### src/rtl/dual_fetch_unit_pkg.sv
// Shared definitions for the dual-issue fetch unit: widths, opcode
// constants, predictor geometry, FSM state encoding and small helpers.
package dual_fetch_unit_pkg;

    localparam int PC_W     = 8;
    localparam int INST_W   = 32;
    localparam int CNT_W    = 2;
    localparam int BP_DEPTH = 16;
    localparam int BP_IDX_W = 4;

    localparam logic [5:0]       OP_BEQ   = 6'h04;
    localparam logic [5:0]       OP_BNE   = 6'h05;
    localparam logic [CNT_W-1:0] CNT_INIT = 2'b01;  // weakly not-taken
    localparam logic [CNT_W-1:0] CNT_MAX  = 2'b11;
    localparam logic [CNT_W-1:0] CNT_MIN  = 2'b00;

    typedef enum logic [0:0] {
        ST_BOOT = 1'b0,
        ST_RUN  = 1'b1
    } fetch_state_e;

    // A slot is a conditional branch when its opcode is BEQ or BNE.
    function automatic logic is_branch(input logic [INST_W-1:0] inst);
        return (inst[31:26] == OP_BEQ) || (inst[31:26] == OP_BNE);
    endfunction

    // Two-bit saturating counter step.
    function automatic logic [CNT_W-1:0] sat_step(input logic [CNT_W-1:0] cnt,
                                                  input logic             taken);
        logic [CNT_W-1:0] res;
        res = cnt;
        if (taken && (cnt != CNT_MAX)) begin
            res = cnt + 2'd1;
        end else if (!taken && (cnt != CNT_MIN)) begin
            res = cnt - 2'd1;
        end
        return res;
    endfunction

endpackage

### src/rtl/dual_fetch_unit_bpred.sv
// bpred_table: 16-entry table of 2-bit saturating counters, two read ports
// for the two fetch slots and one training write port.
// Storage exists only when DUAL_FETCH_BPRED_EN is defined; otherwise both
// read ports return 0 (never predict taken) and training is ignored.
module bpred_table
    import dual_fetch_unit_pkg::*;
(
    input  logic                clk,
    input  logic                reset,
    input  logic [BP_IDX_W-1:0] rd_idx1_i,
    input  logic [BP_IDX_W-1:0] rd_idx2_i,
    output logic [CNT_W-1:0]    rd_cnt1_o,
    output logic [CNT_W-1:0]    rd_cnt2_o,
    input  logic                wr_valid_i,
    input  logic [BP_IDX_W-1:0] wr_idx_i,
    input  logic                wr_taken_i
);

`ifdef DUAL_FETCH_BPRED_EN
    logic [CNT_W-1:0] cnt_q [BP_DEPTH];
    logic [CNT_W-1:0] cnt_d;

    // Next value of the entry being trained.
    always_comb begin
        cnt_d = sat_step(cnt_q[wr_idx_i], wr_taken_i);
    end

    // Counter storage; a write lands on the next edge, so a same-cycle
    // lookup of the trained entry still sees the old value.
    always_ff @(posedge clk or negedge reset) begin
        if (!reset) begin
            for (int i = 0; i < BP_DEPTH; i++) begin
                cnt_q[i] <= CNT_INIT;
            end
        end else if (wr_valid_i) begin
            cnt_q[wr_idx_i] <= cnt_d;
        end
    end

    assign rd_cnt1_o = cnt_q[rd_idx1_i];
    assign rd_cnt2_o = cnt_q[rd_idx2_i];
`else
    logic unused_ports;
    assign unused_ports = ^{clk, reset, rd_idx1_i, rd_idx2_i, wr_valid_i, wr_idx_i, wr_taken_i};
    assign rd_cnt1_o    = CNT_MIN;
    assign rd_cnt2_o    = CNT_MIN;
`endif

endmodule

### src/rtl/dual_fetch_unit.sv
// dual_fetch_unit: fetches two consecutive instructions per cycle, predicts
// BEQ/BNE in either slot and selects the next PC. A one-cycle BOOT state
// after reset flushes both slots before normal operation.
// Branch prediction is enabled with DUAL_FETCH_BPRED_EN (inside bpred_table).
module dual_fetch_unit
    import dual_fetch_unit_pkg::*;
(
    input  logic              clk,
    input  logic              reset,
    input  logic              stall_outer,
    input  logic              redirect_valid,
    input  logic [PC_W-1:0]   redirect_pc,
    input  logic              bp_update_valid,
    input  logic [PC_W-1:0]   bp_update_pc,
    input  logic              bp_update_taken,
    output logic [PC_W-1:0]   imem_addr1,
    output logic [PC_W-1:0]   imem_addr2,
    input  logic [INST_W-1:0] imem_data1,
    input  logic [INST_W-1:0] imem_data2,
    output logic [INST_W-1:0] inst1_Fetch,
    output logic [INST_W-1:0] inst2_Fetch,
    output logic [PC_W-1:0]   pcF,
    output logic [PC_W-1:0]   pcPlus1F,
    output logic [PC_W-1:0]   pcPlus2_F,
    output logic [PC_W-1:0]   pcBranchF,
    output logic [PC_W-1:0]   pcBranchF_inst2,
    output logic              predictionF_1,
    output logic              predictionF_2,
    output logic              flush_F_1,
    output logic              flush_F_2,
    output fetch_state_e      fsm_state_o
);

    logic [PC_W-1:0]  pc_q, pc_d;
    fetch_state_e     state_q, state_d;
    logic [CNT_W-1:0] cnt1, cnt2;
    logic             unused_upd_pc;

    assign unused_upd_pc = ^bp_update_pc[PC_W-1:BP_IDX_W];

    // Sequential PC arithmetic wraps modulo 256.
    assign pcF       = pc_q;
    assign pcPlus1F  = pc_q + 8'd1;
    assign pcPlus2_F = pc_q + 8'd2;

    assign imem_addr1  = pcF;
    assign imem_addr2  = pcPlus1F;
    assign inst1_Fetch = imem_data1;
    assign inst2_Fetch = imem_data2;

    // Low byte of the instruction is the offset; 8-bit add truncates the
    // sign extension naturally.
    assign pcBranchF       = pcPlus1F + inst1_Fetch[7:0];
    assign pcBranchF_inst2 = pcPlus2_F + inst2_Fetch[7:0];

    bpred_table u_bpred (
        .clk        (clk),
        .reset      (reset),
        .rd_idx1_i  (pcF[BP_IDX_W-1:0]),
        .rd_idx2_i  (pcPlus1F[BP_IDX_W-1:0]),
        .rd_cnt1_o  (cnt1),
        .rd_cnt2_o  (cnt2),
        .wr_valid_i (bp_update_valid),
        .wr_idx_i   (bp_update_pc[BP_IDX_W-1:0]),
        .wr_taken_i (bp_update_taken)
    );

    assign predictionF_1 = is_branch(inst1_Fetch) & cnt1[1];
    assign predictionF_2 = is_branch(inst2_Fetch) & cnt2[1];

    assign fsm_state_o = state_q;

    // Slot flushes, next-PC selection and FSM advance. BOOT flushes both
    // slots and holds the PC; in RUN a redirect beats a stall.
    always_comb begin
        pc_d      = pc_q;
        state_d   = state_q;
        flush_F_1 = 1'b1;
        flush_F_2 = 1'b1;
        if (state_q == ST_BOOT) begin
            state_d = ST_RUN;
        end else begin
            flush_F_1 = redirect_valid;
            flush_F_2 = redirect_valid | predictionF_1;
            if (redirect_valid) begin
                pc_d = redirect_pc;
            end else if (stall_outer) begin
                pc_d = pc_q;
            end else if (predictionF_1) begin
                pc_d = pcBranchF;
            end else if (predictionF_2) begin
                pc_d = pcBranchF_inst2;
            end else begin
                pc_d = pcPlus2_F;
            end
        end
    end

    // PC and FSM registers.
    always_ff @(posedge clk or negedge reset) begin
        if (!reset) begin
            pc_q    <= '0;
            state_q <= ST_BOOT;
        end else begin
            pc_q    <= pc_d;
            state_q <= state_d;
        end
    end

endmodule
### config.mk
export PLATFORM = sky130hd
export DESIGN_NAME = dual_fetch_unit
export DESIGN_NICKNAME = d
export VERILOG_FILES = /design/src/rtl/dual_fetch_unit_pkg.sv /design/src/rtl/dual_fetch_unit_bpred.sv /design/src/rtl/dual_fetch_unit.sv
export SDC_FILE = /design/constraint.sdc
export NUM_CORES = 1
export LEC_CHECK = 0
export ABC_AREA = 0
export BUFFER_PORTS_ARGS = -buffer_cell sky130_fd_sc_hd__buf_4
export CAP_MARGIN = 20
export CORE_MARGIN = 5
export CORE_UTILIZATION = 37
export CTS_CLUSTER_DIAMETER = 150
export DETAILED_ROUTE_END_ITERATION = 10
export HOLD_SLACK_MARGIN = 0.06
export MAX_ROUTING_LAYER = met4
export PLACE_DENSITY = 0.94
export SLEW_MARGIN = 20
export SYNTH_ARGS = -nofsm -noshare
export SYNTH_HDL_FRONTEND = slang
export SYNTH_HIERARCHICAL = 1
export SYNTH_SLANG_ARGS = --single-unit
### constraint.sdc
create_clock -name clk -period 3.65 [get_ports clk]
set_clock_uncertainty 0.05 [all_clocks]
set_input_delay 0.73 -clock clk [delete_from_list [all_inputs] [get_ports clk]]
set_output_delay 0.73 -clock clk [all_outputs]
set_load 0.02 [all_outputs]
==> flow_summary.yaml, run 1 <==
global_routing:
  grt_antenna_before_repair: 0
  grt_use_total_pct: 17.2
  grt-ovfl-total: 0
  grt_pass1_vias: 1952
  grt_max_degree: 17
  grt_pass1_wl_um: 9670
placement:
  place_ws_ns: 0.296
  globalplace.congestion: 0.848
  placed_cell_area_um2: 2460
  dp_hpwl_um: 5460
  port_buffers: 122
power_and_ir_drop:
  swShare_pct: 51.3
  worst_ir_drop_vdd_uv: 243
  internal_power_mw: 0.708
  power_frac_clock_pct: 7.9
  power_density_nw_per_um2: 570
  netSwitchingPower_mw: 0.747
  p_leak_nw: 1.26
  pwr-share-seq_pct: 10.2
  power_frac_comb_pct: 81.9
die:
  die_width_um: 84.4
  rows: 27
  core_um2: 5440
  dieArea_um2: 7120
  die_y_um: 84.4
  initial_core_util_pct: 37.6
  pin_count: 211
clock_tree:
  cts.clk_slew.worst_paths_ns: 0.04
  clk_latency_ns: 0.23
  cts_tree: "yes"
  clk_path_buf_depth: 2
  htreeDepth: 1
  cts_sinks: 9
  root_buffer: "clkbuf_8"
  numCtsBuffers: 3
worst_hold_path:
  hold_class: "primary input to async pin"
cells_and_area:
  syn_to_final_growth_pct: 24.6
  layout_common_cells: "129 x buf_4, 16 x nor2_1, 14 x ha_1, 13 x nand2_1"
  final_common_cell: "buf_4"
  diodes: 0
  nNetsFinal: 402
  final_area_um2: 2550
  drive_above_1_share_pct: 50.3
worst_setup_path:
  cp_max_fo: 6
  r2r_cells: 6
  critPathRequiredTime_ns: 2.87
  reg2reg_to: "imem_addr1[7]$_DFFE_PN0P_"
  r2r-start: "imem_addr1[1]$_DFFE_PN0P_"
  start_kind: "flip-flop"
  arrival_ns: 2.72
  endpoint_kind: "output pin"
  critical_path_class: "flip-flop to output pin"
  reg2reg_slack_ns: 1.90
sta:
  finalSetupViolations: 0
  final-max-slew-violation-count: 0
  hold_violations: 0
  rsz0062_at_grt: "false"
  tns_ns: 0
  worst_pin_slew_ns: 0.815
  setup_slack_ns: 0.152
  finalCritPeriodShare_pct: 95.8
  timing.final.crit_period_ns: 3.50
  clock.fmax_mhz: 286
  slew_headroom_pct: 45.2
detailed_routing:
  vias_per_cell: 5.07
  vias: 1866
  drc: 0
  wl_per_cell_um: 17.2
  drt_iter0_markers: 60
  drt_wl_total_um: 6330
  antenna_left: 0
  dr.pass1.iters: 4
job:
  maxCapViolations: 0
synth:
  synth_area_per_cell_um2: 8.22
  synth_area_um2: 2050
  synthCells: 249
  ys.warnings.count: 6
run_status:
  status: "completed"
worst max-delay path: stages (launching register included):
cell and delay (ns):
dfrtp_2 0.42, ha_2 0.24, nand3_1 0.12, xnor2_2 0.24, ha_4 0.25, and3_1 0.18, a221o_1 0.35, o41ai_2 0.25
xor2_1 0.26, buf_4 0.19
worst max-delay path by stage:
| stage | startpoint | end | depth (start not counted) |
|---|---|---|---|
| floorplan | imem_addr1[1]$_DFFE_PN0P_ | pcBranchF[7] | 7 |
| global placement | imem_addr1[1]$_DFFE_PN0P_ | pcBranchF[7] | 9 |
| detailed placement | imem_addr1[1]$_DFFE_PN0P_ | pcBranchF[7] | 9 |
| CTS | imem_addr1[1]$_DFFE_PN0P_ | pcBranchF[7] | 9 |
| global route | imem_addr1[1]$_DFFE_PN0P_ | pcBranchF[7] | 9 |
| finish | imem_addr1[1]$_DFFE_PN0P_ | pcBranchF[7] | 9 |
final cells by class:
class	instances	area, um2
Clock buffer	4	45.0
Fill cell	544	2890
Inverter	6	22.5
Multi-Input combinational cell	148	1200
Sequential cell	9	226
Tap cell	72	90.1
Timing Repair Buffer	129	968
repair_timing:
item / in CTS / in global routing
hold buffers: 0 / 0
setup endpoints to repair: 0 / 1
buffers inserted: 0 / 2
endpoints found under the hold margin: 0 / 0
gates resized for setup: 0 / 5
stage by stage:
stage	hold WS (ns)	utilization [%]	total power, mW	std cells
after floorplan	0.384	-	0.967	250
after global placement	0.440	45.3	1.30	362
after detailed placement	0.450	45.3	1.33	362
after CTS	0.262	46.1	1.45	366
after global routing	0.270	46.9	1.55	368
final	0.268	46.9	1.45	368
state kept, by name, summed over array words and instances (netlist names):
register     count
fsm_state_o      1
imem_addr1       8
power by group through the flow:
stage          Combinational (mW)  Clock (mW)  Sequential, mW
3_3_place_gp                 1.15           0           0.146
2_1_floorplan               0.804           0           0.163
6_report                     1.19       0.116           0.148
5_1_grt                      1.27       0.124           0.152
4_1_cts                      1.18       0.121           0.147
3_5_place_dp                 1.18           0           0.149
routing by layer:
layer  global-route usage, %  wire length (um)  vias up
li1                        -                 -      877
met2                    30.7              3380      112
met1                    17.5              2200      848
met3                    5.59               585       29
met4                    6.33               167        0
met5                       -                 0        -
(Power assumes the default switching activity.)
==> run 2: changes to the inputs <==
PLACE_DENSITY = not set   (was 0.94)
PLACE_DENSITY_LB_ADDON = 0.12   (was not set)
==> flow_summary.yaml, run 2 (synthesis results as in run 1) <==
run_status:
  status: "completed"
power_and_ir_drop:
  worst_ir_drop_vdd_uv: 224
  p_leak_nw: 1.26
  finalPower_mw: 1.43
  power_density_nw_per_um2: 565
sta:
  worst_pin_slew_ns: 0.795
  final-max-slew-violation-count: 0
  finalSetupViolations: 0
  clock.fmax_mhz: 287
  rsz0062_at_grt: "false"
  finalCritPeriodShare_pct: 95.6
  slew_headroom_pct: 46.6
  tns_ns: 0
  hold_violations: 0
  timing.final.crit_period_ns: 3.49
  worst_hold_slack_ns: 0.265
placement:
  globalplace.congestion: 0.795
  port_buffers: 122
  dp_hpwl_um: 5120
die:
  dieArea_um2: 7120
  die_y_um: 84.4
  initial_core_util_pct: 37.6
  rows: 27
  pin_count: 211
  die_width_um: 84.4
  core_um2: 5440
global_routing:
  met3_usage_pct: 6.08
  grt_pass1_vias: 1820
  grt_use_total_pct: 15.9
  grt_antenna_before_repair: 0
  top_usage_layer: "met2"
  grt-ovfl-total: 0
  met2_usage_pct: 25.7
  grt_pass1_wl_um: 9090
  use_met1_pct: 19.1
  grt_max_degree: 17
clock_tree:
  hold_buffers: 0
  numCtsBuffers: 3
  clk_path_buf_depth: 2
  cts_tree: "yes"
  clk_latency_ns: 0.23
  root_buffer: "clkbuf_8"
  cts.clk_slew.worst_paths_ns: 0.04
  htreeDepth: 1
  cts_sinks: 9
detailed_routing:
  drt_wl_total_um: 5860
  drc: 0
  antenna_left: 0
  drt_iter0_markers: 74
  vias: 1779
  vias_per_cell: 4.83
  dr.pass1.iters: 4
  wl_per_cell_um: 15.9
cells_and_area:
  layout_common_cells: "129 x buf_4, 16 x nor2_1, 15 x ha_1, 13 x nand2_1, 11 x xor2_1"
  drive_above_1_share_pct: 49.3
  final_common_cell: "buf_4"
  finish.utilization_pct: 46.5
  largest_reg_flops: 8
  diodes: 0
  syn_to_final_growth_pct: 23.5
  nNetsFinal: 402
job:
  maxCapViolations: 0
worst_setup_path:
  arrival_ns: 2.71
  endpoint_kind: "output pin"
  reg2reg_slack_ns: 1.92
  cp_max_fo: 5
  critical_path_class: "flip-flop to output pin"
  critPathRequiredTime_ns: 2.87
  r2r_cells: 7
  start_kind: "flip-flop"
worst_hold_path:
  hold_class: "primary input to async pin"
run 2: cell counts in the layout (fill, tap and decap cells not counted):
Identical to the previous run, type by type.
run 2: critical path: stages (launching register included):
cell and delay, ns:
dfrtp_1 0.40, ha_2 0.23, nand3_1 0.11, xnor2_2 0.17, ha_1 0.34, and3_1 0.20
a221o_1 0.35, o41ai_2 0.25, xor2_1 0.25, buf_4 0.18
run 2: final timing paths:
kind | start | end
max | imem_addr1[1]$_DFFE_PN0P_ | pcBranchF[7]
min | reset | imem_addr1[5]$_DFFE_PN0P_
max reg2reg | imem_addr1[1]$_DFFE_PN0P_ | imem_addr1[4]$_DFFE_PN0P_
min reg2reg | imem_addr1[2]$_DFFE_PN0P_ | imem_addr1[2]$_DFFE_PN0P_
max in group asynchronous | reset | fsm_state_o$_DFF_PN0_
min in group clk | imem_addr1[2]$_DFFE_PN0P_ | imem_addr1[2]$_DFFE_PN0P_
run 2: where the power goes:
group          switching, mW  internal [mW]  total, mW  leakage, nW
clock network         0.0356         0.0758      0.111       0.0228
registers             0.0292          0.116      0.146        0.104
logic                  0.660          0.511       1.17         1.13
run 2: layer usage:
metal	part of all wire [%]	wire (um)
met1	41	2400
met2	47	2760
met3	10	610
met4	1.6	92
met5	0	0
run 2: final cells by class:
cell class,count,area (um2)
flip-flops and latches,9,225
inverters,6,22.5
repair buffers,129,968
fillers,543,2910
well taps,72,90.1
clock buffers,4,45.0
multi-input cells,148,1180
run 2: repair_timing:
item,4_1_cts,5_1_grt
endpoints found under the hold margin,0,0
gates resized for setup,0,2
setup buffers,0,3
endpoints found under the setup margin,0,1
run 2: per-stage QoR:
stage | std cells | cell area (um2) | worst slack (ns)
after detailed placement | 361 | 2460 | 0.326
after global placement | 361 | 2460 | 0.332
final | 368 | 2530 | 0.160
after floorplan | 250 | 2070 | 0.0993
after global routing | 368 | 2530 | 0.0110
after CTS | 365 | 2500 | 0.0788
